[src/rtl/cdb_arbiter_pkg.sv]
// Shared types and default sizes for the complete stage and its consumers.
// Packet layouts match the bus seen by the RS, ROB and map table.
package cdb_arbiter_pkg;

    localparam int CDB_NUM_FU = 4;
    localparam int CDB_DEPTH  = 2;
    localparam int CDB_TAG_W  = 5;
    localparam int CDB_DATA_W = 32;

    typedef struct packed {
        logic                  valid;
        logic [CDB_TAG_W-1:0]  tag;
        logic [CDB_DATA_W-1:0] value;
        logic                  take_branch;
    } cdb_packet_t;

    typedef struct packed {
        logic                  valid;
        logic [CDB_TAG_W-1:0]  tag;
        logic [CDB_DATA_W-1:0] value;
        logic                  take_branch;
    } fu_result_packet_t;

    // Pointer width for a power-of-two ring of n slots, never zero.
    function automatic int ptr_w(input int n);
        return (n > 1) ? $clog2(n) : 1;
    endfunction

endpackage

[src/rtl/cdb_fifo.sv]
// Per-unit result buffer: power-of-two ring with occupancy count.
// Flush empties it in one edge; stored payloads are left as garbage.
module cdb_fifo
    import cdb_arbiter_pkg::*;
#(
    parameter int DEPTH = CDB_DEPTH,
    parameter int WIDTH = CDB_TAG_W + CDB_DATA_W + 1,
    parameter int CNT_W = $clog2(DEPTH + 1)
) (
    input  logic             clock,
    input  logic             reset,
    input  logic             flush,
    input  logic             push,
    input  logic [WIDTH-1:0] push_data,
    input  logic             pop,
    output logic [WIDTH-1:0] head_data,
    output logic [CNT_W-1:0] count
);

    localparam int PTR_W = ptr_w(DEPTH);

    logic [WIDTH-1:0] mem [DEPTH];
    logic [PTR_W-1:0] head;
    logic [PTR_W-1:0] tail;
    logic             do_push;
    logic             do_pop;

    // A full buffer refuses a push even when it is popped this cycle.
    assign do_push = push && (count < CNT_W'(DEPTH));
    assign do_pop  = pop && (count != '0);

    always_ff @(posedge clock) begin
        if (reset || flush) begin
            head  <= '0;
            tail  <= '0;
            count <= '0;
        end else begin
            if (do_push) begin
                tail <= tail + PTR_W'(1);
            end
            if (do_pop) begin
                head <= head + PTR_W'(1);
            end
            unique case ({do_push, do_pop})
                2'b10:   count <= count + CNT_W'(1);
                2'b01:   count <= count - CNT_W'(1);
                default: count <= count;
            endcase
        end
    end

    always_ff @(posedge clock) begin
        if (do_push) begin
            mem[tail] <= push_data;
        end
    end

    assign head_data = mem[head];

endmodule

[src/rtl/cdb_arbiter.sv]
// Complete stage: buffers FU results and broadcasts one per cycle on the
// common data bus under round-robin priority, with squash flush.
module cdb_arbiter
    import cdb_arbiter_pkg::*;
#(
    parameter int NUM_FU = CDB_NUM_FU,
    parameter int DEPTH  = CDB_DEPTH,
    parameter int TAG_W  = CDB_TAG_W,
    parameter int DATA_W = CDB_DATA_W
) (
    input  logic                     clock,
    input  logic                     reset,
    input  logic                     squash,
    input  logic [NUM_FU-1:0]        fu_valid,
    input  logic [NUM_FU*TAG_W-1:0]  fu_tag,
    input  logic [NUM_FU*DATA_W-1:0] fu_value,
    input  logic [NUM_FU-1:0]        fu_take_branch,
    output logic [NUM_FU-1:0]        fu_ready,
    output logic                     cdb_valid,
    output logic [TAG_W-1:0]         cdb_tag,
    output logic [DATA_W-1:0]        cdb_value,
    output logic                     cdb_take_branch,
    output logic                     is_stall
);

    localparam int PTR_W = ptr_w(NUM_FU);
    localparam int CNT_W = $clog2(DEPTH + 1);

    typedef struct packed {
        logic [TAG_W-1:0]  tag;
        logic [DATA_W-1:0] value;
        logic              take_branch;
    } entry_t;

    localparam int ENTRY_W = $bits(entry_t);

    entry_t           head [NUM_FU];
    logic [CNT_W-1:0] count [NUM_FU];
    logic [NUM_FU-1:0] push;
    logic [NUM_FU-1:0] pop;
    logic [NUM_FU-1:0] req;
    logic [PTR_W-1:0]  rr_ptr;
    logic [PTR_W-1:0]  grant_idx;
    logic [PTR_W-1:0]  scan_idx;
    logic              grant_found;

    for (genvar i = 0; i < NUM_FU; i++) begin : g_fu
        assign fu_ready[i] = count[i] < CNT_W'(DEPTH);
        assign req[i]      = count[i] != '0;
        assign push[i]     = fu_valid[i] && fu_ready[i];
        assign pop[i]      = grant_found && (grant_idx == PTR_W'(i));

        cdb_fifo #(
            .DEPTH (DEPTH),
            .WIDTH (ENTRY_W)
        ) u_fifo (
            .clock     (clock),
            .reset     (reset),
            .flush     (squash),
            .push      (push[i]),
            .push_data ({fu_tag[i*TAG_W +: TAG_W],
                         fu_value[i*DATA_W +: DATA_W],
                         fu_take_branch[i]}),
            .pop       (pop[i]),
            .head_data (head[i]),
            .count     (count[i])
        );
    end

    // Scan starts at rr_ptr; the ring width wraps because NUM_FU is 2^n.
    always_comb begin
        grant_found = 1'b0;
        grant_idx   = rr_ptr;
        scan_idx    = rr_ptr;
        for (int k = 0; k < NUM_FU; k++) begin
            scan_idx = rr_ptr + PTR_W'(k);
            if (!grant_found && req[scan_idx]) begin
                grant_found = 1'b1;
                grant_idx   = scan_idx;
            end
        end
    end

    // Squash kills the bus and buffers but keeps the fairness pointer.
    always_ff @(posedge clock) begin
        if (reset) begin
            rr_ptr          <= '0;
            cdb_valid       <= 1'b0;
            cdb_tag         <= '0;
            cdb_value       <= '0;
            cdb_take_branch <= 1'b0;
        end else if (squash) begin
            cdb_valid <= 1'b0;
        end else begin
            cdb_valid <= grant_found;
            if (grant_found) begin
                cdb_tag         <= head[grant_idx].tag;
                cdb_value       <= head[grant_idx].value;
                cdb_take_branch <= head[grant_idx].take_branch;
                rr_ptr          <= grant_idx + PTR_W'(1);
            end
        end
    end

    assign is_stall = ~&fu_ready;

    no_push_when_full: assert property (
        @(posedge clock) disable iff (reset || squash)
        !(|(fu_valid & ~fu_ready))
    );

endmodule

[config.mk]
export PLATFORM = sky130hd
export DESIGN_NAME = cdb_arbiter
export DESIGN_NICKNAME = d
export VERILOG_FILES = /design/src/rtl/cdb_arbiter_pkg.sv /design/src/rtl/cdb_fifo.sv /design/src/rtl/cdb_arbiter.sv
export SDC_FILE = /design/constraint.sdc
export NUM_CORES = 1
export LEC_CHECK = 0
export ABC_AREA = 1
export BUFFER_PORTS_ARGS = -buffer_cell sky130_fd_sc_hd__buf_2
export CAP_MARGIN = 20
export CORE_MARGIN = 4
export CORE_UTILIZATION = 60
export CTS_CLUSTER_SIZE = 12
export DETAILED_ROUTE_END_ITERATION = 6
export GPL_TIMING_DRIVEN = 0
export MAX_ROUTING_LAYER = met4
export PLACE_DENSITY = 0.82
export SYNTH_ARGS = -nofsm -noshare
export SYNTH_HDL_FRONTEND = slang
export SYNTH_SLANG_ARGS = --single-unit
export TNS_END_PERCENT = 5
[constraint.sdc]
create_clock -name clock -period 5.24 [get_ports clock]
set_clock_uncertainty 0.2 [all_clocks]
set_input_delay 0.262 -clock clock [delete_from_list [all_inputs] [get_ports clock]]
set_output_delay 0.262 -clock clock [all_outputs]
set_load 0.005 [all_outputs]
; Yosys cells after proc, flatten, opt, wreduce, memory -nomap -nowiden
; Memories as Yosys holds them, arrays and structs flattened. A register that Yosys moved wholly into a read port is not among the register bits.
; Cells that the tools add are included.
[totals]
mem_bits_rw = 304
out_inout_bits = 44
regBits = 57
input_bits = 159
word_cells = 137
mem_count = 4
[mem_list]
columns = name, depth, width, read_ports, rd_clocked_by_memory_dff, write_ports, line
row1 = g_fu[0].u_fifo.mem, 2, 38, 1, 1, 1, cdb_fifo.sv:22  ; logic [WIDTH-1:0] mem [DEPTH];
row2 = g_fu[1].u_fifo.mem, 2, 38, 1, 1, 1, cdb_fifo.sv:22
row3 = g_fu[2].u_fifo.mem, 2, 38, 1, 1, 1, cdb_fifo.sv:22
row4 = g_fu[3].u_fifo.mem, 2, 38, 1, 1, 1, cdb_fifo.sv:22
[op_classes]
eq_ne = 11
bitwise_logic = 2
n_lt_le_gt_ge = 9
n_mux = 38
addsub = 20
n_reduce_logical = 36
[op_table]
columns = operator, count
row1 = $bmux 38 s2, 1
row2 = $mux 38, 2
row3 = $mux 1, 24
row4 = $logic_and 1x1->1, 19
row5 = $pmux 2 s2, 4
row6 = $reduce_bool 2->1, 8
row7 = $add 2x1->2 const B, 6
row8 = $eq 2x2->1 const B, 6
row9 = $lt 2x3->1 const B, 4
row10 = $eq 2x1->1 const B, 5
row11 = $add 1x1->1 const B, 8
row12 = $bmux 1 s2, 4
row13 = $lt 2x2->1 const B, 4
row14 = $sub 2x1->2 const B, 4
row15 = $mux 2, 3
row16 = $add 2x2->2 const B, 2
row17 = $logic_not 1->1, 4
row18 = $reduce_and 4->1, 1
row19 = $ge 3x3->1 const B, 1
row20 = $not 2->3, 1
row21 = $logic_not 2->1, 1
row22 = $reduce_and 2->1, 1
row23 = $reduce_or 2->1, 1
row24 = $logic_or 1x1->1, 1
row25 = $not 1->1, 1

; Depth between registers and ports, before layout
[logic_depth]
word_depth = 18
depth_mapped = 19
ltp_nobuf = 18

; Modules after synthesis
; A second synthesis with hierarchy kept.
[unflattened]
cells_unflattened = 1295
area_unflattened_um2 = 15866.5
[by_module_without_submodules]
columns = module, seq_area_each_um2, n_inst, cells_per_inst, area_each_um2
row1 = cdb_fifo, 2382.3, 4, 151, 3050.4
row2 = cdb_arbiter, 820.8, 1, 691, 3664.8

; Least setup slack after synthesis
; OpenSTA, ideal clock, no wires.
[synth_path]
path_kind = reg2reg
startpoint = register g_fu[0].u_fifo.count[1]
endpoint = memory g_fu[0].u_fifo.mem[1][0] in the netlist's numbering, enable pin
t_required_ns = 4.605
setup_ns = 0.435
t_arrival_ns = 2.164
path_slack_ns = 2.441
n_path_buf = 0
period_less_slack_ns = 2.799
stages_incl_launch_ff = 4
path_cell_list = dfxtp_1 > inv_1 > nand2_1 > nor2_1
[synth_between]
elab_chain_cells = 5
[synth_rtl]
columns = element, line
row1 = "start, declared", cdb_fifo.sv:17  ; output logic [CNT_W-1:0] count
row2 = "start signal, assigned", cdb_fifo.sv:45  ; 2'b10: count <= count + CNT_W'(1);
row3 = "start signal, assigned", cdb_fifo.sv:46  ; 2'b01: count <= count - CNT_W'(1);
row4 = "start signal, assigned", cdb_fifo.sv:47  ; default: count <= count;
row5 = $lt 2x2->1 *, cdb_arbiter.sv:48  ; assign fu_ready[i] = count[i] < CNT_W'(DEPTH);
row6 = net fu_ready[0], cdb_arbiter.sv:18  ; output logic [NUM_FU-1:0] fu_ready,
row7 = $logic_and 1x1->1, cdb_arbiter.sv:50  ; assign push[i] = fu_valid[i] && fu_ready[i];
row8 = $logic_and 1x1->1 *, cdb_fifo.sv:29  ; assign do_push = push && (count < CNT_W'(DEPTH));
row9 = $mux 1 *, cdb_fifo.sv:53  ; if (do_push) begin
row10 = $mux 1 (not written as such) *, cdb_fifo.sv:54  ; mem[tail] <= push_data;
row11 = "end, declared", cdb_fifo.sv:22
; Mark *: on every way through the listed nets, which the timed path passes. The rest lies on a longest branch.

; Worst setup path after layout
[layout_path]
startpoint = register g_fu[3].u_fifo.count[0]
endpoint = register g_fu[3].u_fifo.count[1]
[layout_between]
elab_chain_cells = 18
word_cells_on_any_way = 34
cone_classes = add/sub: 2 / order compare: 1 / eq/ne: 3 / mux: 16 / reduce/logical: 12
[layout_rtl]
columns = element, line
row1 = "start, declared", cdb_fifo.sv:17
row2 = "start signal, assigned", cdb_fifo.sv:45
row3 = "start signal, assigned", cdb_fifo.sv:46
row4 = "start signal, assigned", cdb_fifo.sv:47
row5 = $reduce_bool 2->1 *, "cdb_fifo.sv:30, cdb_arbiter.sv:49"
row6 = $bmux 1 s2, cdb_arbiter.sv:77  ; if (!grant_found && req[scan_idx]) begin
row7 = $mux 1 (not written as such), cdb_arbiter.sv:77
row8 = $mux 1, cdb_arbiter.sv:77
row9 = $logic_not 1->1, cdb_arbiter.sv:77
row10 = $logic_and 1x1->1, cdb_arbiter.sv:77
row11 = $mux 1, cdb_arbiter.sv:77
row12 = $logic_not 1->1, cdb_arbiter.sv:77
row13 = (+3 left out), --
row14 = $logic_and 1x1->1, cdb_arbiter.sv:77
row15 = $mux 2, cdb_arbiter.sv:77
row16 = $eq 2x2->1, cdb_arbiter.sv:51  ; assign pop[i] = grant_found && (grant_idx == PTR_W'(i));
row17 = $logic_and 1x1->1, cdb_arbiter.sv:51
row18 = $logic_and 1x1->1 *, cdb_fifo.sv:30  ; assign do_pop = pop && (count != '0);
row19 = net g_fu[3].u_fifo.do_pop, cdb_fifo.sv:26  ; logic do_pop;
row20 = $eq 2x1->1 / $eq 2x2->1 (equally long branches), cdb_fifo.sv:44  ; unique case ({do_push, do_pop})
row21 = $pmux 2 s2 / $reduce_bool 2->1 (equally long branches), --
; Mark *: on every way through the listed nets, which the timed path passes. The rest lies on a longest branch. The select of a mux whose other input is x is not followed.
; A chain may end at the register's enable or synchronous reset.

==> impl_results.html <==
<table>
<tr><th>Metric</th><th>Value</th></tr>
<tr><th colspan="2">Outcome</th></tr>
<tr><td>Outcome</td><td>complete, no violations</td></tr>
<tr><th colspan="2">Clock tree</th></tr>
<tr><td>Clock sink total</td><td>365</td></tr>
<tr><td>Root Buffer</td><td>clkbuf_16</td></tr>
<tr><td>Post-CTS clock slew at the launch and capture registers of the worst setup and hold paths</td><td>0.06 ns</td></tr>
<tr><td>CTS H-tree depth</td><td>2</td></tr>
<tr><td>Clock tree from TritonCTS</td><td>yes</td></tr>
<tr><td>Worst-skew pair later-pin latency</td><td>0.52 ns</td></tr>
<tr><td>Num CTS Buffers</td><td>39</td></tr>
<tr><td>Bufs on Longest Clock Path</td><td>3</td></tr>
<tr><td>Buffers inserted by post-CTS timing repair</td><td>0</td></tr>
<tr><th colspan="2">Placement</th></tr>
<tr><td>Routability cong.</td><td>0.931</td></tr>
<tr><td>Placed wire-length estimate</td><td>26200 um</td></tr>
<tr><td>Post-Place Setup Slack</td><td>2.30 ns</td></tr>
<tr><td>Port Buffer Count</td><td>201</td></tr>
<tr><th colspan="2">Global route</th></tr>
<tr><td>Vias in the first global route</td><td>11900</td></tr>
<tr><td>Largest net degree at the start of global routing</td><td>32</td></tr>
<tr><td>GRT Overall Usage</td><td>30.1%</td></tr>
<tr><td>Overflow left after global routing</td><td>0</td></tr>
<tr><td>Global-route wire length before repair</td><td>65200 um</td></tr>
<tr><td>Initial antenna violation count</td><td>1</td></tr>
<tr><th colspan="2">Synthesis</th></tr>
<tr><td>Most instantiated cells after synthesis</td><td>edfxtp_1 (304), nand2_1 (276), nand3_1 (161)</td></tr>
<tr><td>Number of synthesis warnings</td><td>0</td></tr>
<tr><td>Cell type with the largest total area after synthesis</td><td>edfxtp_1</td></tr>
<tr><td>Average size of a mapped cell</td><td>12.3 sq um</td></tr>
<tr><td>Synth Register Bits</td><td>365</td></tr>
<tr><td>Top cell type's share of synthesized area</td><td>58.8%</td></tr>
<tr><td>Synth Net Count</td><td>1426</td></tr>
<tr><td>Share of flip-flops with an asynchronous set or reset after synthesis</td><td>0%</td></tr>
<tr><td>Number of distinct library cells after synthesis</td><td>33</td></tr>
<tr><td>Count of flip-flops with a built-in enable after synthesis</td><td>304</td></tr>
<tr><td>Share of the yosys chip area belonging to registers</td><td>66.7%</td></tr>
<tr><td>Post-Synthesis Cell Area</td><td>15500 sq um</td></tr>
<tr><td>Most frequent cell after synthesis</td><td>edfxtp_1</td></tr>
<tr><td>Most used flip-flop cell after synthesis</td><td>edfxtp_1</td></tr>
<tr><td>Post-Syn Instances</td><td>1263</td></tr>
<tr><td>Cell types with the largest area share after synthesis</td><td>edfxtp_1 (59%), mux2_2 (11%), dfxtp_1 (7.9%)</td></tr>
<tr><th colspan="2">Timing</th></tr>
<tr><td>Final Max Slew Viols</td><td>0</td></tr>
<tr><td>Max_slew headroom</td><td>53.5%</td></tr>
<tr><td>Slew at the pin with the worst max-slew slack</td><td>0.696 ns</td></tr>
<tr><td>Final setup TNS</td><td>0 ns</td></tr>
<tr><td>Hold Vio Cnt, Final</td><td>0</td></tr>
<tr><td>Number of failing setup endpoints in the final timing report</td><td>0</td></tr>
<tr><td>Post-layout min period</td><td>3.09 ns</td></tr>
<tr><td>Final cycle utilization of the critical path</td><td>58.9%</td></tr>
<tr><td>Setup ws final</td><td>2.15 ns</td></tr>
<tr><td>Setup repair after global routing missed its margin</td><td>false</td></tr>
<tr><td>Highest clock rate</td><td>0.324 GHz</td></tr>
<tr><th colspan="2">Min path</th></tr>
<tr><td>Number of cells on the worst hold path</td><td>4</td></tr>
<tr><td>Class of the worst hold path</td><td>input pin to flip-flop</td></tr>
<tr><td>Critical hold path startpoint</td><td>squash</td></tr>
<tr><td>End point of the worst hold path</td><td>g_fu[3].u_fifo.count[1]</td></tr>
<tr><th colspan="2">Setup path</th></tr>
<tr><td>Largest delay contributor family on the critical path</td><td>simple AND/OR/NAND/NOR gates</td></tr>
<tr><td>Data arrival time of the critical path</td><td>3.28 ns</td></tr>
<tr><td>Crit path kind</td><td>flip-flop to flip-flop</td></tr>
<tr><td>Cells along the critical path</td><td>nor2_1 -&gt; nand2_1 -&gt; nand3_1 -&gt; nand2_2 -&gt; nor2_8 -&gt; nand3_4 -&gt; nand2_4 -&gt; nand2_4 -&gt; buf_4 -&gt; nand3_1 -&gt; inv_1 -&gt; ha_1 -&gt; a21oi_1 -&gt; o21ai_0 -&gt; o21ai_0 -&gt; a21oi_1</td></tr>
<tr><td>Kind of end point of the critical path</td><td>flip-flop</td></tr>
<tr><td>Maximum cell stage delay along the critical path</td><td>0.35 ns</td></tr>
<tr><td>Required time worst endpoint</td><td>5.43 ns</td></tr>
<tr><td>Worst flop-to-flop path startpoint</td><td>g_fu[3].u_fifo.count[0]</td></tr>
<tr><td>Number of cells on the worst reg-to-reg path</td><td>16</td></tr>
<tr><td>Critical-path maximum fanout</td><td>10</td></tr>
<tr><td>Destination of the worst register-to-register timing path</td><td>g_fu[3].u_fifo.count[1]</td></tr>
<tr><td>Library cell contributing the largest single delay on the critical path</td><td>dfxtp_1</td></tr>
<tr><td>Number of buffer and inverter instances along the worst setup path</td><td>2</td></tr>
<tr><td>Startpoint type of the worst setup path</td><td>flip-flop</td></tr>
<tr><td>Worst reg-to-reg setup slack</td><td>2.15 ns</td></tr>
<tr><th colspan="2">Floorplan</th></tr>
<tr><td>Total I/O pin count</td><td>203</td></tr>
<tr><td>DIE WIDTH</td><td>169 um</td></tr>
<tr><td>Effective utilization at floorplan</td><td>61.3%</td></tr>
<tr><td>Die Ht</td><td>169 um</td></tr>
<tr><td>Row count</td><td>58</td></tr>
<tr><td>Die area</td><td>28500 sq um</td></tr>
<tr><td>Total core area</td><td>25300 sq um</td></tr>
<tr><th colspan="2">Layout</th></tr>
<tr><td>Final net count</td><td>1832</td></tr>
<tr><td>Area overhead of the layout relative to synthesis</td><td>28.6%</td></tr>
<tr><td>Proportion of layout cells with a drive suffix above 1</td><td>29.2%</td></tr>
<tr><td>Finished Core Util</td><td>78.8%</td></tr>
<tr><td>Count of filler cells inserted in the layout</td><td>1443</td></tr>
<tr><th colspan="2">Power</th></tr>
<tr><td>LEAKAGE</td><td>0.00821 uW</td></tr>
<tr><td>IR drop worst, VDD</td><td>349 uV</td></tr>
<tr><td>Pwr Total</td><td>11000 uW</td></tr>
<tr><td>Power density over the cells</td><td>551 nW/um^2</td></tr>
<tr><th colspan="2">Drt</th></tr>
<tr><td>Final WL</td><td>41600 um</td></tr>
<tr><td>Residual DRC count</td><td>0</td></tr>
<tr><td>Remaining antenna violation count</td><td>0</td></tr>
<tr><td>Drt via density</td><td>5.59</td></tr>
<tr><td>Number of design-rule violations left by the first detailed-router iteration</td><td>1121</td></tr>
<tr><td>DR WL/cell</td><td>20.5 um</td></tr>
<tr><td>Vias post-DR</td><td>11300</td></tr>
<tr><td>Router iterations before antenna repair</td><td>6</td></tr>
<tr><th colspan="2">Job</th></tr>
<tr><td>Max-cap violations</td><td>0</td></tr>
</table>
## tightest hold or removal path, stage by stage
cell and delay (ns):
buf_2 0.11, nor2_1 0.15, o21ai_0 0.11, a21oi_1 0.05
## cell families (layout without fill, tap and decap cells)
kind of cell	after synthesis	count (layout)	synth area share, %
other cells	0	1	0
xor+xnor	4	4	0.226
flops	365	365	66.7
mux	152	152	11.0
simple gates	578	578	16.6
fa+ha+maj	4	4	0.323
compound gates	23	23	0.839
buf+inv	137	570	4.27
## through the flow
step	hold WS (ns)	instances	area, sq um
3_5_place_dp	0.253	1802	17200
3_3_place_gp	0.249	1794	16900
5_1_grt	0.0700	2027	20000
6_report	0.0205	2027	20000
4_1_cts	0.0141	2026	20000
2_1_floorplan	0.161	1263	15500
## layout by cell type, fill, tap and decap left out, drive strengths merged
master and count:
nand2 287, dfxtp 61, a21oi 12, edfxtp 304, a211oi 1, buf 256, nand4 7, nor3 4
nand3 174, dlygate4sd3 156, xor2 4, nor2 106, inv 70, clkinvlp 1, o22ai 1, clkinv 5
ha 4, o21ai 9, clkbuf 81, bufinv 1, mux2 152, diode 1
## repair_timing
action	CTS	global route
hold buffers	156	0
gates resized for setup	0	0
endpoints found under the hold margin	308	0
## cell type report
type / instances / area [sq um] / area share, %
diodes: 1 / 2.50 / 0.0125
plain buffers: 67 / 398 / 1.99
clock buffers: 61 / 1140 / 5.71
clock inverters: 7 / 65.1 / 0.326
inverters: 70 / 265 / 1.33
multi-input cells: 761 / 4560 / 22.9
flip-flops and latches: 365 / 10300 / 51.9
well taps: 330 / 413 / 2.07
repair buffers: 365 / 2760 / 13.8
## power by group
group,internal [uW],leakage (uW),switching (uW)
Sequential,3470,0.00335,138
Combinational,1610,0.00427,3130
Clock,1540,0.000586,1100
Total,6620,0.00821,4370
## sequential cells by signal (all words and copies together) (netlist names), named ones only
| signal | cells |
|---|---|
| cdb_tag | 5 |
| cdb_take_branch | 1 |
| cdb_valid | 1 |
| cdb_value | 32 |
| g_fu.u_fifo.count | 8 |
| g_fu.u_fifo.head | 4 |
| g_fu.u_fifo.mem | 304 |
| g_fu.u_fifo.tail | 4 |
| rr_ptr | 2 |
## worst max path at each step
stage,from,end,slack [ns],cells after the start
floorplan,g_fu[0].u_fifo.count[1],g_fu[0].u_fifo.mem[1][0],2.44,3
global placement,g_fu[2].u_fifo.count[1],g_fu[2].u_fifo.mem[1][9],1.39,3
detailed placement,g_fu[3].u_fifo.count[0],g_fu[3].u_fifo.count[1],2.30,16
CTS,g_fu[3].u_fifo.count[0],g_fu[1].u_fifo.count[1],2.27,16
global route,g_fu[3].u_fifo.count[0],g_fu[3].u_fifo.count[1],1.91,16
finish,g_fu[3].u_fifo.count[0],g_fu[3].u_fifo.count[1],2.15,16
## layer usage
layer / vias up / global-route usage, % / part of all wire, %
li1: 5202 / - / -
met1: 5444 / 37.5 / 38
met2: 583 / 51.1 / 51
met3: 106 / 4.51 / 7.7
met4: 0 / 10.1 / 3.4
met5: - / - / 0
Power figures use the tool's default switching activity.
